`src/rtl/fifo_pkg.sv`:
```
// Shared types and defaults for the single-clock FIFO family.
package fifo_pkg;

   typedef enum logic {
      FIFO_STD  = 1'b0,
      FIFO_FWFT = 1'b1
   } fifo_mode_e;

   localparam int DEF_DATA_WIDTH = 8;
   localparam int DEF_ADDR_WIDTH = 6;

   function automatic int fifo_depth(input int addr_width);
      return 1 << addr_width;
   endfunction

endpackage

```
`src/rtl/sync_fifo_mem.sv`:
```
// Flop-array storage for sync_fifo: synchronous write port, read port
// registered (STD) or combinational (FWFT) depending on MODE.
module sync_fifo_mem
   import fifo_pkg::*;
#(
   parameter int         DATA_WIDTH = DEF_DATA_WIDTH,
   parameter int         ADDR_WIDTH = DEF_ADDR_WIDTH,
   parameter fifo_mode_e MODE       = FIFO_STD
) (
   input  logic                  clk,
   input  logic                  rst_n,
   input  logic                  we_i,
   input  logic [ADDR_WIDTH-1:0] waddr_i,
   input  logic [DATA_WIDTH-1:0] wdata_i,
   input  logic                  re_i,
   input  logic [ADDR_WIDTH-1:0] raddr_i,
   output logic [DATA_WIDTH-1:0] rdata_o
);

   localparam int DEPTH = fifo_depth(ADDR_WIDTH);

   logic [DATA_WIDTH-1:0] mem_q [DEPTH];

   // Storage is intentionally left unreset; only the read register is cleared.
   always_ff @(posedge clk) begin
      if (we_i) begin
         mem_q[waddr_i] <= wdata_i;
      end
   end

   generate
      if (MODE == FIFO_FWFT) begin : g_fwft
         logic unused_fwft;
         assign unused_fwft = re_i ^ rst_n;
         assign rdata_o     = mem_q[raddr_i];
      end else begin : g_std
         logic [DATA_WIDTH-1:0] rdata_q;
         logic [DATA_WIDTH-1:0] rdata_d;

         always_comb begin
            rdata_d = rdata_q;
            if (re_i) begin
               rdata_d = mem_q[raddr_i];
            end
         end

         always_ff @(posedge clk or negedge rst_n) begin
            if (!rst_n) begin
               rdata_q <= '0;
            end else begin
               rdata_q <= rdata_d;
            end
         end

         assign rdata_o = rdata_q;
      end
   endgenerate

endmodule

```
`src/rtl/sync_fifo.sv`:
```
// Single-clock FIFO: pointer/count/flag/sticky-error logic around
// sync_fifo_mem, with selectable STD or first-word-fall-through read.
module sync_fifo
   import fifo_pkg::*;
#(
   parameter int         DATA_WIDTH = DEF_DATA_WIDTH,
   parameter int         ADDR_WIDTH = DEF_ADDR_WIDTH,
   parameter fifo_mode_e MODE       = FIFO_STD,
   parameter int         AFULL_TH   = 56,
   parameter int         AEMPTY_TH  = 8
) (
   input  logic                  clk,
   input  logic                  rst_n,
   input  logic                  flush,
   input  logic                  wr_en,
   input  logic [DATA_WIDTH-1:0] data_in,
   input  logic                  rd_en,
   output logic [DATA_WIDTH-1:0] data_out,
   output logic                  full,
   output logic                  empty,
   output logic                  almost_full,
   output logic                  almost_empty,
   output logic [ADDR_WIDTH:0]   count,
   output logic                  overflow,
   output logic                  underflow,
   input  logic                  clr_err
);

   localparam int               DEPTH    = fifo_depth(ADDR_WIDTH);
   localparam int               PTR_W    = ADDR_WIDTH + 1;
   localparam logic [PTR_W-1:0] DEPTH_C  = PTR_W'(DEPTH);
   localparam logic [PTR_W-1:0] AFULL_C  = PTR_W'(AFULL_TH);
   localparam logic [PTR_W-1:0] AEMPTY_C = PTR_W'(AEMPTY_TH);
   localparam logic [PTR_W-1:0] PTR_ONE  = PTR_W'(1);

   if (AFULL_TH < 1 || AFULL_TH > DEPTH) begin : g_bad_afull
      $fatal(1, "sync_fifo: AFULL_TH=%0d outside 1..%0d", AFULL_TH, DEPTH);
   end
   if (AEMPTY_TH < 0 || AEMPTY_TH > DEPTH - 1) begin : g_bad_aempty
      $fatal(1, "sync_fifo: AEMPTY_TH=%0d outside 0..%0d", AEMPTY_TH, DEPTH - 1);
   end

   logic [PTR_W-1:0] wptr_q, wptr_d;
   logic [PTR_W-1:0] rptr_q, rptr_d;
   logic             ovf_q, ovf_d;
   logic             udf_q, udf_d;
   logic [PTR_W-1:0] occ;
   logic             is_full, is_empty;
   logic             wr_acc, rd_acc;

   // Everything below decodes registered pointers, so no flag sees wr_en/rd_en.
   assign occ      = wptr_q - rptr_q;
   assign is_full  = (occ == DEPTH_C);
   assign is_empty = (occ == '0);

   assign wr_acc = wr_en && !is_full  && !flush;
   assign rd_acc = rd_en && !is_empty && !flush;

   always_comb begin
      wptr_d = wptr_q;
      rptr_d = rptr_q;
      ovf_d  = ovf_q;
      udf_d  = udf_q;

      if (flush) begin
         wptr_d = '0;
         rptr_d = '0;
      end else begin
         if (wr_acc) begin
            wptr_d = wptr_q + PTR_ONE;
         end
         if (rd_acc) begin
            rptr_d = rptr_q + PTR_ONE;
         end
      end

      // A coincident set event overrides clr_err.
      if (clr_err) begin
         ovf_d = 1'b0;
         udf_d = 1'b0;
      end
      if (!flush && wr_en && is_full) begin
         ovf_d = 1'b1;
      end
      if (!flush && rd_en && is_empty) begin
         udf_d = 1'b1;
      end
   end

   always_ff @(posedge clk or negedge rst_n) begin
      if (!rst_n) begin
         wptr_q <= '0;
         rptr_q <= '0;
         ovf_q  <= 1'b0;
         udf_q  <= 1'b0;
      end else begin
         wptr_q <= wptr_d;
         rptr_q <= rptr_d;
         ovf_q  <= ovf_d;
         udf_q  <= udf_d;
      end
   end

   sync_fifo_mem #(
      .DATA_WIDTH (DATA_WIDTH),
      .ADDR_WIDTH (ADDR_WIDTH),
      .MODE       (MODE)
   ) u_mem (
      .clk     (clk),
      .rst_n   (rst_n),
      .we_i    (wr_acc),
      .waddr_i (wptr_q[ADDR_WIDTH-1:0]),
      .wdata_i (data_in),
      .re_i    (rd_acc),
      .raddr_i (rptr_q[ADDR_WIDTH-1:0]),
      .rdata_o (data_out)
   );

   assign full         = is_full;
   assign empty        = is_empty;
   assign almost_full  = (occ >= AFULL_C);
   assign almost_empty = (occ <= AEMPTY_C);
   assign count        = occ;
   assign overflow     = ovf_q;
   assign underflow    = udf_q;

endmodule

```
`config.mk`:
```
export PLATFORM = sky130hd
export DESIGN_NAME = sync_fifo
export DESIGN_NICKNAME = d
export VERILOG_FILES = /design/src/rtl/fifo_pkg.sv /design/src/rtl/sync_fifo_mem.sv /design/src/rtl/sync_fifo.sv
export SDC_FILE = /design/constraint.sdc
export NUM_CORES = 1
export LEC_CHECK = 0
export ABC_AREA = 1
export BUFFER_PORTS_ARGS = -buffer_cell sky130_fd_sc_hd__buf_2
export CAP_MARGIN = 30
export CORE_MARGIN = 3
export CORE_UTILIZATION = 60
export DETAILED_ROUTE_END_ITERATION = 10
export PLACE_DENSITY = 0.73
export SLEW_MARGIN = 0
export SYNTH_ARGS = -nofsm -noshare
export SYNTH_HDL_FRONTEND = slang
export SYNTH_HIERARCHICAL = 1
export SYNTH_SLANG_ARGS = --single-unit
```
`constraint.sdc`:
```
create_clock -name clk -period 10.3 [get_ports clk]
set_input_delay 2.06 -clock clk [delete_from_list [all_inputs] [get_ports clk]]
set_output_delay 2.06 -clock clk [all_outputs]
set_load 0.1 [all_outputs]
```
* After elaboration in Yosys (flattened, before gate mapping) *
Memories as Yosys holds them, arrays and structs flattened. A register that Yosys moved wholly into a read port is not among the register bits.
Index checks and enable logic that the tools add are counted.

word-level totals
  register bits after elaboration = 16
  RAM bits = 512
  input port bits = 14
  output and inout port bits = 21
  memories kept = 1

memory list
  name         words  width  rd ports  clocked after Yosys merged registers in  wr ports  RTL line             text
  u_mem.mem_q  64     8      1         1                                        1         sync_fifo_mem.sv:22  logic [DATA_WIDTH-1:0] mem_q [DEPTH];

cells by class
  $add $sub $neg = 3
  order comparisons = 2
  equality and inequality tests = 1
  multiplexer cells = 9
  reductions and logical operators = 17

operators by type and width
  cell                                                                                 number
  7-bit 2-to-1 mux                                                                     4
  7-bit by 1-bit adder with 7-bit output, second input constant                        2
  1-bit logical AND                                                                    8
  2-bit nonzero test                                                                   4
  7-bit == test, second input constant                                                 1
  7-bit by 6-bit greater-or-equal comparator with 1-bit output, second input constant  1
  7-bit by 4-bit less-or-equal comparator with 1-bit output, second input constant     1
  7-bit zero test                                                                      1
  7-bit subtractor                                                                     1
  1-bit 2-to-1 mux                                                                     5
  1-bit zero test                                                                      4

* Logic depth before layout (Yosys ltp) *
  depth in word-level cells = 7
  gate-level depth with buffers = 16
  depth with buffers taken out = 15

* Cells and area by module *
The synthesis kept the hierarchy.

modules (own cells, without submodules)
  module         instances  cells an instance  area an instance (um^2)  seq. area each (um^2)
  sync_fifo_mem  1          1,799              21,329.2                 15,574.9
  sync_fifo      1          187                1,358.8                  400.4

* Worst setup path after synthesis *
No wires, ideal clock.

  path type = register to output
  start point = register rptr_q[2]
  end point = output port almost_full
  data arrival time = 3.930 ns
  slack = 4.310 ns
  cell stages (with the launch flop) = 11
  path buffers = 0
  path through = dfrtp_1 > inv_1 > ha_1 > nand2_1 > nand2_1 > inv_1 > nand2_1 > nand2_1 > nand2_2 > inv_1 > o31ai_1

between the ends
  longest elaborated chain between the ends = 2

ends and longest elaborated chain
  what                                                          RTL line          text
  start, declared                                               sync_fifo.sv:44   logic [PTR_W-1:0] rptr_q, rptr_d;
  start signal, assigned                                        sync_fifo.sv:98   rptr_q <= rptr_d;
  7-bit subtractor                                              sync_fifo.sv:52   assign occ = wptr_q - rptr_q;
  via count[3]                                                  sync_fifo.sv:23   output logic [ADDR_WIDTH:0] count,
  7-bit by 6-bit greater-or-equal comparator with 1-bit output  sync_fifo.sv:121  assign almost_full = (occ >= AFULL_C);
  end, declared                                                 sync_fifo.sv:21   output logic almost_full,

The timed path passes the listed nets, and every way through them passes these cells.

* Worst setup path after layout *
  start point = register rptr_q[4]
  end point = output port almost_empty

between the ends
  longest elaborated chain between the ends = 2

ends and longest elaborated chain
  what                                                       RTL line          text
  7-bit subtractor                                           sync_fifo.sv:52
  7-bit by 4-bit less-or-equal comparator with 1-bit output  sync_fifo.sv:122  assign almost_empty = (occ <= AEMPTY_C);
  end, declared                                              sync_fifo.sv:22   output logic almost_empty,

No other way between the ends.

==> run_results.csv <==
group,metric,value,unit
run_status,status,"completed",
sta,clock.fmax,185,MHz
placed_design,io_buffers,34,
yosys,synthCells,1986,
die,core_region_area,0.0370,mm²
global_routing,gr-usage-all-layers,27.1,%
clock_network,postCtsHoldBufs,0,
power,clkPwrFrac,31.9,%
routing,viasPerCell,5.96,
critical_path,crit_required,8240,ps
finish,layout-drive-gt1-share,7.75,%
power,p_sw_share,33.3,%
sta,hold_viol,0,
critical_path,endpoint_kind,"output port",
global_routing,grt_max_degree,99,
routing,firstDrtPassIters,5,
sta,setup-tns-final,0,ps
yosys,yosys_warnings,6,
clock_network,clock_sinks,536,
routing,avgRoutedWirePerCell,21.5,µm
power,pwr-share-seq,43.5,%
sta,rsz0062_at_grt,"no",
critical_path,reg2reg_to,"u_mem/mem_q[56][5]",
power,fin_total_pwr,5640,µW
yosys,syn_area_per_cell,11.4,µm²
clock_network,cts_made_buffers,52,
placed_design,dp_hpwl,31300,µm
clock_network,cts_tree,"built",
routing,drc,0,
yosys,yosys.area.top_type_share,67.8,%
global_routing,grt_pass1_vias,14500,
global_routing,use_met2,41.8,%
sta,skew,15.0,ps
clock_network,post-cts-setup-buffers,0,
sta,tightest_slew,1080,ps
yosys,ys_ff_latch,536,
sta,setup_viol,0,
power,worst_ir_drop_vdd,497,µV
yosys,synthTopCellsByArea,"edfxtp_1 68%, nand3_1 11%, nand2_1 11%, dfrtp_1 2.6%, buf_6 1.3%",
yosys,synth.distinct_cells,32,
critical_path,arrival,3330,ps
sta,final-max-slew-violation-count,0,
power,leakagePower,0.00900,µW
power,p_int,3760,µW
clock_network,cts-resized-gates,0,
clock_network,cts_root_buf,"clkbuf_16",
routing,route.vias.total,15100,
die,die_h,200,µm
routing,ant_nets,0,
critical_path,crit_slowest_cell,"dfrtp_1",
power,p_switching,1880,µW
die,design.die.area,0.0402,mm²
sta,finalWorstPathRequiredPeriod,5390,ps
worst_hold_path,hp-class,"reg -> reg",
sta,relSlewSlack,27.5,%
clock_network,clk_pin_slew,60,ps
clock_network,clock_latency,570,ps
die,fp.dieW,200,µm
global_routing,grt_use_met1,38.9,%
critical_path,rrSetupSlack,5330,ps
yosys,syn_area,0.0227,mm²
sta,timing.final.crit_share,52.4,%
critical_path,worstRegToRegCells,14,
clock_network,htreeDepth,2,
global_routing,antenna_found_initial,0,
sta,worst_hold_slack,477,ps
global_routing,grt_use_met3,4.85,%
routing,drt_first_iter_violations,1783,
critical_path,crit_type,"reg -> out",
critical_path,crit_chain,"inv_1 > ha_1 > a21oi_1 > nand3_1 > nand2_1 > nand2_2 > nor2_4 > nand2_1 > a21oi_1 > buf_2",
critical_path,crit_end,"almost_empty",
critical_path,path_max_fanout,20,
finish,antenna_cells,0,
power,power.share.combinational,24.6,%
finish,fillers,2758,
worst_hold_path,whs_path_depth,2,
die,rows,70,
yosys,ys_seq_area_share,70.4,%
global_routing,busiest_layer,"met2",
critical_path,crit_path_start,"rptr_q[4]",
global_routing,grt_pass1_wl,84300,µm
routing,routed_wirelength,54400,µm
finish,syn2layout_area_growth,8.58,%
critical_path,max_stage_delay,790,ps
flow_run,max_cap_viol_count,0,
placed_design,gp_congestion,0.881,
global_routing,grt-ovfl-total,0,
yosys,synth_area_leader_cell,"edfxtp_1",
die,start_util,61.4,%
critical_path,timing.rr.start,"rptr_q[4]",
die,top_level_ports,35,
power,powerDensity,229,mW/mm²
clock_network,clock_path_buffers,3,
finish,nets,2011,
yosys,syn_nets,2009,
critical_path,setup.worst_path.start_class,"flop",
[flip-flops by register name, indices dropped and copies added, names as in the netlist]
name,flops
overflow,1
rptr_q,7
u_mem/mem_q,512
u_mem/rdata_o,8
underflow,1
wptr_q,7
[layout make-up]
cell class	count	area (µm²)	area share (%)
Clock inverter	31	246	1.00
Sequential cell	536	16000	64.9
Tap cell	504	631	2.56
Multi-Input combinational cell	1291	5790	23.5
Inverter	43	169	0.686
Clock buffer	62	1360	5.52
Timing Repair Buffer	64	450	1.83
[kinds of logic (layout without fill, tap and decap cells)]
group	count (synthesis)	after routing	share of synthesized area (%)
DFF	536	536	70.4
xor gates and xnor gates	11	11	0.458
and+or+nand+nor	1267	1267	24.4
AOI/OAI and AO/OA	4	4	0.0993
adders and majority gates	9	9	0.529
buffers and inverters	159	200	4.05
[layout by cell type (no fill, tap or decap), types with 2 or more instances in the layout]
master and instances:
buf_8 3, bufinv_16 4, clkbuf_1 9, inv_2 2, dfrtp_4 2, a21oi_1 3
nand3_2 2, nor2_1 69, nand2_1 657, clkbuf_16 53, nand2_2 3, nand3_1 499
edfxtp_1 512, clkinv_1 12, ha_1 8, nand2_4 3, inv_1 39, nor2_2 2
xor2_1 9, nor3_1 2, nand3b_1 6, buf_2 34, nor4_1 8, nand4_1 13
buf_4 25, clkinv_2 13, dfrtp_1 21
[routing by layer]
metal  up-vias  part of all wire [%]
met4         0                   4.2
met5         -                     0
li1       6958                     -
met1      7136                    40
met3       158                    10
met2       826                    46
[cell usage after synthesis]
master      n
a21oi_1     3
buf_1       8
buf_2      50
buf_4      13
buf_6      26
buf_8       1
clkbuf_1   18
dfrtp_1    24
edfxtp_1  512
fa_1        1
ha_1        8
inv_1      40
inv_2       2
inv_6       1
nand2_1   657
nand2_2     3
nand2_4     3
nand2_8     1
nand3_1   499
nand3_2     2
nand3b_1    6
nand4_1    13
nand4_4     1
nor2_1     69
nor2_2      2
nor2_4      1
nor3_1      2
nor4_1      8
o31ai_1     1
xnor2_1     1
xnor2_2     1
xor2_1      9
[worst min-delay path by stage]
stage	to	start
6_report	u_mem/rdata_o[1]	u_mem/rdata_o[1]
5_1_grt	underflow	underflow
4_1_cts	u_mem/rdata_o[4]	u_mem/rdata_o[4]
3_5_place_dp	u_mem/rdata_o[5]	u_mem/rdata_o[5]
3_3_place_gp	overflow	overflow
2_1_floorplan	rptr_q[5]	rptr_q[5]
[critical path, delay by kind of cell, from the launching register on]
family          cells  cell delay [ps]
simple gates        5              510
fa+ha+maj           1              400
flops               1              790
buf+inv             2              640
compound gates      2              420
[through the flow]
step	utilization [%]	std cells	area, µm²	setup slack (ps)
after floorplan	-	1986	22700	4310
after global placement	62.1	2433	22900	5530
after detailed placement	62.2	2436	23000	5420
after CTS	66.5	2529	24600	4900
after global routing	66.6	2531	24600	4710
final	66.6	2531	24600	4910
[power groups by stage]
stage / registers [µW] / clock network, µW / logic [µW]
4_1_cts: 2460 / 1820 / 1370
2_1_floorplan: 2590 / 0 / 1010
6_report: 2460 / 1800 / 1390
3_5_place_dp: 2500 / 0 / 1370
3_3_place_gp: 2500 / 0 / 1350
5_1_grt: 2460 / 1910 / 1500
Note: power is estimated with default switching activity, not from simulation.
